$ cat src/rtl/prog_loader.sv
// -----------------------------------------------------------------------------
// prog_loader
//
// Boot-time program loader. Receives a framed byte stream over a simple
// valid/ready channel, writes the payload into the CPU program memory and
// releases the CPU from reset once a complete frame with a correct checksum
// has been loaded.
//
// Frame:  HEADER, LEN (1..DEPTH), LEN data bytes, CSUM
//         CSUM = sum of the data bytes modulo 256.
//
// Bytes before a HEADER are discarded. A bad length or checksum puts the
// loader in an error state, where it keeps the CPU in reset and waits for a
// new HEADER. Once running, the loader ignores the channel until reset.
//
// Parameters
//   HEADER       frame start byte
//   DEPTH        program memory depth in bytes (address port is 5 bits)
//
// Ports
//   clk_i        single clock, all state changes on the rising edge
//   reset        synchronous, active-low reset
//   rx_data_i    incoming byte
//   rx_valid_i   rx_data_i is valid
//   rx_ready_o   loader accepts a byte (transfer = rx_valid_i && rx_ready_o)
//   mem_we_o     program memory write strobe, one cycle per data byte
//   mem_addr_o   program memory write address
//   mem_wdata_o  program memory write data
//   cpu_reset_o  active-high CPU reset, held until a valid frame is loaded
//   load_done_o  valid program loaded, CPU running
//   load_err_o   last frame rejected
//
// All outputs come straight from flops; nothing on rx_* reaches an output
// without passing through a register.
// -----------------------------------------------------------------------------
module prog_loader #(
    parameter logic [7:0]  HEADER = 8'hA5,
    parameter int unsigned DEPTH  = 32
) (
    input  logic       clk_i,
    input  logic       reset,
    input  logic [7:0] rx_data_i,
    input  logic       rx_valid_i,
    output logic       rx_ready_o,
    output logic       mem_we_o,
    output logic [4:0] mem_addr_o,
    output logic [7:0] mem_wdata_o,
    output logic       cpu_reset_o,
    output logic       load_done_o,
    output logic       load_err_o
);

    typedef enum logic [2:0] {
        IDLE,
        LEN,
        DATA,
        CSUM,
        RUN,
        ERR
    } state_t;

    // Largest legal LEN, sized to compare directly against a received byte.
    localparam logic [7:0] DEPTH_B = 8'(DEPTH);

    state_t     state;
    state_t     state_next;
    logic [7:0] len_q;
    logic [7:0] len_next;
    logic [4:0] index_q;
    logic [4:0] index_next;
    logic [7:0] sum_q;
    logic [7:0] sum_next;

    logic       transfer;
    logic       last_byte;
    logic       len_bad;
    logic       data_write;

    // rx_ready_o is itself a flop, so the handshake uses only registered state
    // on the loader side.
    assign transfer   = rx_valid_i && rx_ready_o;

    // index counts 0..LEN-1; the LEN-th byte is the one arriving at LEN-1.
    // With LEN = 32 the index wraps to 0 after the last byte, which is
    // harmless because the state has already moved on to CSUM.
    assign last_byte  = ({3'b000, index_q} == (len_q - 8'd1));

    assign len_bad    = (rx_data_i == 8'd0) || (rx_data_i > DEPTH_B);

    assign data_write = transfer && (state == DATA);

    // -------------------------------------------------------------------------
    // Next-state and datapath logic
    // -------------------------------------------------------------------------
    always_comb begin
        // NOTE: every signal gets a default before the case so that paths
        // which do not assign it hold the value instead of inferring a latch.
        state_next = state;
        len_next   = len_q;
        index_next = index_q;
        sum_next   = sum_q;

        unique case (state)
            IDLE: begin
                if (transfer && (rx_data_i == HEADER)) begin
                    state_next = LEN;
                end
            end

            LEN: begin
                if (transfer) begin
                    if (len_bad) begin
                        state_next = ERR;
                    end else begin
                        len_next   = rx_data_i;
                        index_next = 5'd0;
                        sum_next   = 8'd0;
                        state_next = DATA;
                    end
                end
            end

            DATA: begin
                // A byte equal to HEADER here is plain payload, not a resync.
                if (transfer) begin
                    sum_next   = sum_q + rx_data_i;
                    index_next = index_q + 5'd1;
                    if (last_byte) begin
                        state_next = CSUM;
                    end
                end
            end

            CSUM: begin
                if (transfer) begin
                    state_next = (rx_data_i == sum_q) ? RUN : ERR;
                end
            end

            RUN: begin
                // Left only through reset.
                state_next = RUN;
            end

            ERR: begin
                if (transfer && (rx_data_i == HEADER)) begin
                    state_next = LEN;
                end
            end

            default: begin
                state_next = IDLE;
            end
        endcase
    end

    // -------------------------------------------------------------------------
    // State and datapath registers
    // -------------------------------------------------------------------------
    always_ff @(posedge clk_i) begin
        // NOTE: non-blocking assignments so every flop samples the values
        // from before this edge, regardless of statement order.
        if (!reset) begin
            state   <= IDLE;
            len_q   <= 8'd0;
            index_q <= 5'd0;
            sum_q   <= 8'd0;
        end else begin
            state   <= state_next;
            len_q   <= len_next;
            index_q <= index_next;
            sum_q   <= sum_next;
        end
    end

    // -------------------------------------------------------------------------
    // Registered outputs
    //
    // Status outputs are decoded from state_next so they change on the same
    // edge as the state itself: e.g. load_done_o rises and cpu_reset_o falls
    // on the edge that accepts the checksum byte.
    // -------------------------------------------------------------------------
    always_ff @(posedge clk_i) begin
        if (!reset) begin
            rx_ready_o  <= 1'b0;
            mem_we_o    <= 1'b0;
            mem_addr_o  <= 5'd0;
            mem_wdata_o <= 8'd0;
            cpu_reset_o <= 1'b1;
            load_done_o <= 1'b0;
            load_err_o  <= 1'b0;
        end else begin
            rx_ready_o  <= (state_next != RUN);
            mem_we_o    <= data_write;
            cpu_reset_o <= (state_next != RUN);
            load_done_o <= (state_next == RUN);
            load_err_o  <= (state_next == ERR);

            // Address and data only move with a write so the memory bus
            // stays quiet between strobes.
            if (data_write) begin
                mem_addr_o  <= index_q;
                mem_wdata_o <= rx_data_i;
            end
        end
    end

endmodule

$ cat config.mk
export PLATFORM = sky130hd
export DESIGN_NAME = prog_loader
export DESIGN_NICKNAME = d
export VERILOG_FILES = /design/src/rtl/prog_loader.sv
export SDC_FILE = /design/constraint.sdc
export NUM_CORES = 1
export LEC_CHECK = 0
export ABC_AREA = 1
export BUFFER_PORTS_ARGS = -buffer_cell sky130_fd_sc_hd__buf_2
export CORE_AREA = 5 5 74 76
export DETAILED_ROUTE_END_ITERATION = 16
export DIE_AREA = 0 0 79 81
export GPL_TIMING_DRIVEN = 0
export PLACE_DENSITY = 0.7
export SYNTH_ARGS = -nofsm -noshare
export SYNTH_HDL_FRONTEND = slang
export SYNTH_SLANG_ARGS = --single-unit
$ cat constraint.sdc
create_clock -name clk_i -period 2.4 [get_ports clk_i]
set_input_delay 0.36 -clock clk_i [delete_from_list [all_inputs] [get_ports clk_i]]
set_output_delay 0.36 -clock clk_i [all_outputs]
set_load 0.03 [all_outputs]
[Word-level counts from Yosys, hierarchy flattened]
Index checks and enable logic that the tools add are counted.
Word-level totals
  register bits: 42
  bits in latches: 0
  memories kept: 0
  output and inout port bits: 18
  memory bits (writable): 0
  input port bits: 11
  memory bits (read-only): 0
Cells by class
  shift-type cells: 0
  magnitude comparators: 1
  multiplexer cells: 16
  divide/modulo/power cells: 0
  multiply operators: 0
  add/subtract/negate cells: 3
  bitwise logic cells: 1
  equal/unequal tests: 14
  reductions and logical operators: 10
Operator list (number)
  $mux W8: 3
  $mux W3: 6
  $pmux W8 S2: 1
  $mux W5: 3
  $pmux W3 S5: 1
  $eq A3 B3 Y1 const B: 4
  $pmux W5 S2: 1
  $add A8 B8 Y8: 1
  $eq A5 B8 Y1: 1
  $eq A8 B8 Y1: 1
  $eq A8 B8 Y1 const B: 1
  $gt A8 B6 Y1 const B: 1
  $logic_not A8 Y1: 1
  $sub A8 B1 Y8 const B: 1
  $eq A3 B2 Y1 const B: 2
  $ne A2 B2 Y1 const B: 3
  $add A5 B1 Y5 const B: 1
  $reduce_and A4 Y1: 1
  $eq A3 B1 Y1 const B: 1
  $logic_and A1 B1 Y1: 3
  $logic_not A3 Y1: 1
  $ne A3 B3 Y1 const B: 1
  $reduce_and A3 Y1: 1
  $reduce_bool A2 Y1: 1
  4 further kinds: 4

[Logic depth before layout (Yosys ltp)]
  word-level depth: 6
  mapped depth: 13
  gate-level depth less buffers: 13

[Worst setup path before layout]
No wires, ideal clock.
  kind: input port to flip-flop
  start point: input port rx_data_i[5]
  end point: register state[0]
  setup time: 133 ps
  required time: 2267 ps
  arrival: 1460 ps
  slack: 807 ps
  cell stages on the path: 11
  cells stage by stage: ha_1 > clkbuf_1 > nor2_1 > nand2_1 > nor2_1 > nand2_1 > nand2_1 > nand2_1 > nor2_1 > and2_1 > nor2_1
On the way
  longest elaborated chain between the ends: 5
  elaborated cells on any way between the ends: 12
  classes of those cells: order compare: 1; eq/ne: 2; mux: 6; reduce/logical: 3
Ends and longest elaborated chain
  start, declared: RTL line 42  | input logic [7:0] rx_data_i,
  $gt A8 B6 Y1 or $logic_not A8 Y1 (tied branches): RTL line 88  | assign len_bad = (rx_data_i == 8'd0) || (rx_data_i > DEPTH_B);
  $logic_or A1 B1 Y1: RTL line 88
  $mux W3: RTL line 112  | if (len_bad) begin
  $mux W3: RTL line 111  | if (transfer) begin
  $pmux W3 S5 *: RTL line 103  | unique case (state)
  end signal, assigned: RTL line 169  | state <= state_next;
  end, declared: RTL line 65  | state_t state;
Mark *: on every way between the ends. The rest lies on a longest branch, timed or not.
A chain may end at the register's enable or synchronous reset.

[Worst setup path in the final report]
  start point: register len_q[0]
  end point: register state[0]
On the way
  longest elaborated chain between the ends: 5
Ends and longest elaborated chain
  start, declared: RTL line 67  | logic [7:0] len_q;
  start signal, assigned: RTL line 170  | len_q <= len_next;
  $sub A8 B1 Y8: RTL line 86  | assign last_byte = ({3'b000, index_q} == (len_q - 8'd1));
  $eq A5 B8 Y1: RTL line 86
  $mux W3: RTL line 128  | if (last_byte) begin
  $mux W3: RTL line 125  | if (transfer) begin
  $pmux W3 S5: RTL line 103
No other way between the ends.

==> impl_metrics.ini <==
[clock_tree]
insertion_delay_ps = 290
ctsHoldBuffers = 0
post_cts_buffers = 0
clkSinkCount = 42
cts_tree = done
cts.reportedPaths.clkPinSlew_ps = 70
ctsResizeCount = 0
cts_buffers = 5
clockBufferDepth = 2
cts_max_level = 2
root_buffer = clkbuf_8

[power]
switching_share_pct = 26.01
p_leak_nw = 1.235
p_seq_share_pct = 55.7
power.switching_mw = 0.3362
ir_drop_mv = 0.3015
p_int_mw = 0.9562
p_per_area_mw_per_mm2 = 493.5
power_frac_comb_pct = 11.6
p_total_mw = 1.292
clock_power_share_pct = 32.6

[routing]
routed_wl_um = 5676
drc_errors = 0
routed_via_density = 5.344
ant_nets = 0
drt-initial-drc-count = 124
post_drt_wl_per_cell_um = 13.48
drtPass1Iterations = 4
via_count = 2250

[synthesis]
yosys.cell_types.count = 31
ys_seq_elements = 42
avgSynthCellArea_um2 = 7.032
synthTopCellsByArea = dfxtp_1, nand2_1, nor2_1, inv_1, a21oi_1
syn_inst = 332
synth_area_mm2 = 0.002335
ys_seq_area_share_pct = 36.01
yosysWarnings = 0
syn_nets = 353
synth_area_leader_cell = dfxtp_1
synth_top_area_share_pct = 36.01

[critical_path]
startpoint = len_q[0]$_SDFFE_PN0P_
crit_path_max_fanout = 6
worstSetupEndpointType = flop
timing.rr.end = state[0]$_SDFF_PN0_
crit_top_cell = nand2_1
crit_type = flop to flop
timing.rr.start = len_q[0]$_SDFFE_PN0P_
start_kind = flop
cp.required_ps = 2620
r2r_cells = 10
endpoint = state[0]$_SDFF_PN0_
worst_ep_arrival_time_ps = 1960
max_stage_delay_ps = 320
crit_cells = 10
crit_family = simple AND/OR/NAND/NOR gates
crit_chain = inv_1 -> ha_1 -> xor2_1 -> nand2_1 -> nand2_1 -> nand3_1 -> nor2_1 -> nand2_1 -> and2_1 -> nor2_1
ff2ff_setup_slack_ps = 660
cp_num_buf_inv = 1
worst_path_max_delay_cell = dfxtp_1

[floorplan]
die_h_um = 81
num_rows = 25
io-pin-count = 29
dieArea_mm2 = 0.006399
design.core.area_mm2 = 0.004661
start_util_pct = 50.09
die_w_um = 79

[placed_design]
routabilityCongestion = 0.8750
place_hpwl_um = 4304
placedCellCount = 414
port_buffers = 28
post-place-ws_ps = 472.8
dpl_cell_area_mm2 = 0.002542

[grt]
antenna_found_initial = 0
grt_pass1_wl_um = 9860
grt_usage_pct = 19.57
grt_max_degree = 12
grt_pass1_vias = 2139
grt.overflow.total = 0

[sta]
finalCritPeriodShare_pct = 72.34
worst_hold_slack_ps = 366.9
final.setup.tns_ps = 0
tightest_slew_ps = 685.3
hold_viol_final = 0
timing.fmax_mhz = 575.9
period_needed_ps = 1736
rsz0062_at_grt = false
drv_slew = 0
setup_viol_count_final = 0
slew_headroom_pct = 54.31
layout_setup_ws_ps = 663.7
clock_skew_ps = 4.255

[layout]
final_nets = 388
instances_no_fill = 421
area_growth_pct = 12.17
final_util_pct = 56.19
fin_area_mm2 = 0.002619
drive_gt1_share_pct = 17.98
diodes = 0

[hold_path]
hp-class = primary input to flop

[run]
maxCapViolCount = 0

[status]
outcome = completed
-- worst min-delay path by stage --
stage,start,end,slack [ps],cells after the start
5_1_grt,rx_data_i[0],mem_wdata_o[0]$_SDFFE_PN0P_,360,3
4_1_cts,rx_data_i[0],mem_wdata_o[0]$_SDFFE_PN0P_,360,3
6_report,rx_data_i[0],mem_wdata_o[0]$_SDFFE_PN0P_,370,3
2_1_floorplan,len_q[7]$_SDFFE_PN0P_,len_q[7]$_SDFFE_PN0P_,440,2
3_5_place_dp,len_q[7]$_SDFFE_PN0P_,len_q[7]$_SDFFE_PN0P_,460,2
3_3_place_gp,len_q[7]$_SDFFE_PN0P_,len_q[7]$_SDFFE_PN0P_,460,2
-- layout by cell type, fill, tap and decap left out, types with 2 or more instances in the layout --
cell type,instances
nand2_1,59
dfxtp_1,42
nor2_1,39
inv_1,37
buf_2,32
a21oi_1,26
nand3_1,25
o21ai_0,23
a21oi_2,10
ha_1,9
nand2_2,8
clkbuf_1,8
nand4_1,7
xor2_1,7
nor3_1,5
clkbuf_8,5
inv_2,4
or2_2,3
a22oi_1,3
nand3b_1,2
o21bai_1,2
-- synth_stat cells --
cell type / number
inv_1: 37
and2_1: 1
fa_1: 1
o21bai_1: 2
nor3_4: 1
nand2_1: 59
nand2_2: 8
a21oi_1: 26
a22oi_1: 3
clkbuf_1: 6
nand3_1: 25
nor2_1: 39
dfxtp_1: 42
nand4_1: 7
ha_1: 9
o21ai_0: 23
inv_2: 4
nand2_4: 1
a21boi_0: 1
buf_6: 1
a31oi_1: 1
nor2_2: 1
or2_0: 1
nand3b_1: 2
a21oi_2: 10
nor3_1: 5
buf_2: 4
a21o_1: 1
or2_2: 3
xor2_1: 7
xnor2_1: 1
-- power by group through the flow --
stage,combinational [mW],sequential [mW],clock (mW)
3_3_place_gp,0.149,0.736,0
3_5_place_dp,0.150,0.737,0
4_1_cts,0.150,0.720,0.434
2_1_floorplan,0.0848,0.755,0
5_1_grt,0.168,0.722,0.467
6_report,0.150,0.720,0.422
-- area by class of cell --
cell class              instances  area [µm²]
plain buffers                  11       53.80
flip-flops and latches         42       840.8
multi-input cells             238        1286
clock buffers                   7       76.32
fillers                       445        2042
repair buffers                 28       140.1
inverters                      41       153.9
well taps                      54       67.56
-- routing by layer --
metal	global-route usage [%]	wire length, µm
met5	0	0
met4	7.216	120
met3	3.880	190
met2	33.67	2697
met1	24.32	2668
-- registers in the layout, summed over array words and instances (netlist names) --
register	cells
len_q	8
mem_we_o	1
state	3
index_q	5
cpu_reset_o	1
rx_ready_o	1
load_err_o	1
mem_addr_o	5
mem_wdata_o	8
load_done_o	1
sum_q	8
-- worst min-delay path: cells and delay by family --
kind,cells,cell delay (ps)
buffers and inverters,2,200
AOI/OAI and AO/OA,1,60
-- cell families after synthesis --
family,count (synthesis),share of synthesized area (%)
XOR/XNOR,8,3.001
adder cells (fa/ha/maj),10,5.681
AO/OA/AOI/OAI,67,16.77
flip-flops,42,36.01
buffers and inverters,52,8.896
AND/OR/NAND/NOR,153,29.64
Note: power is estimated with default switching activity, not from simulation.
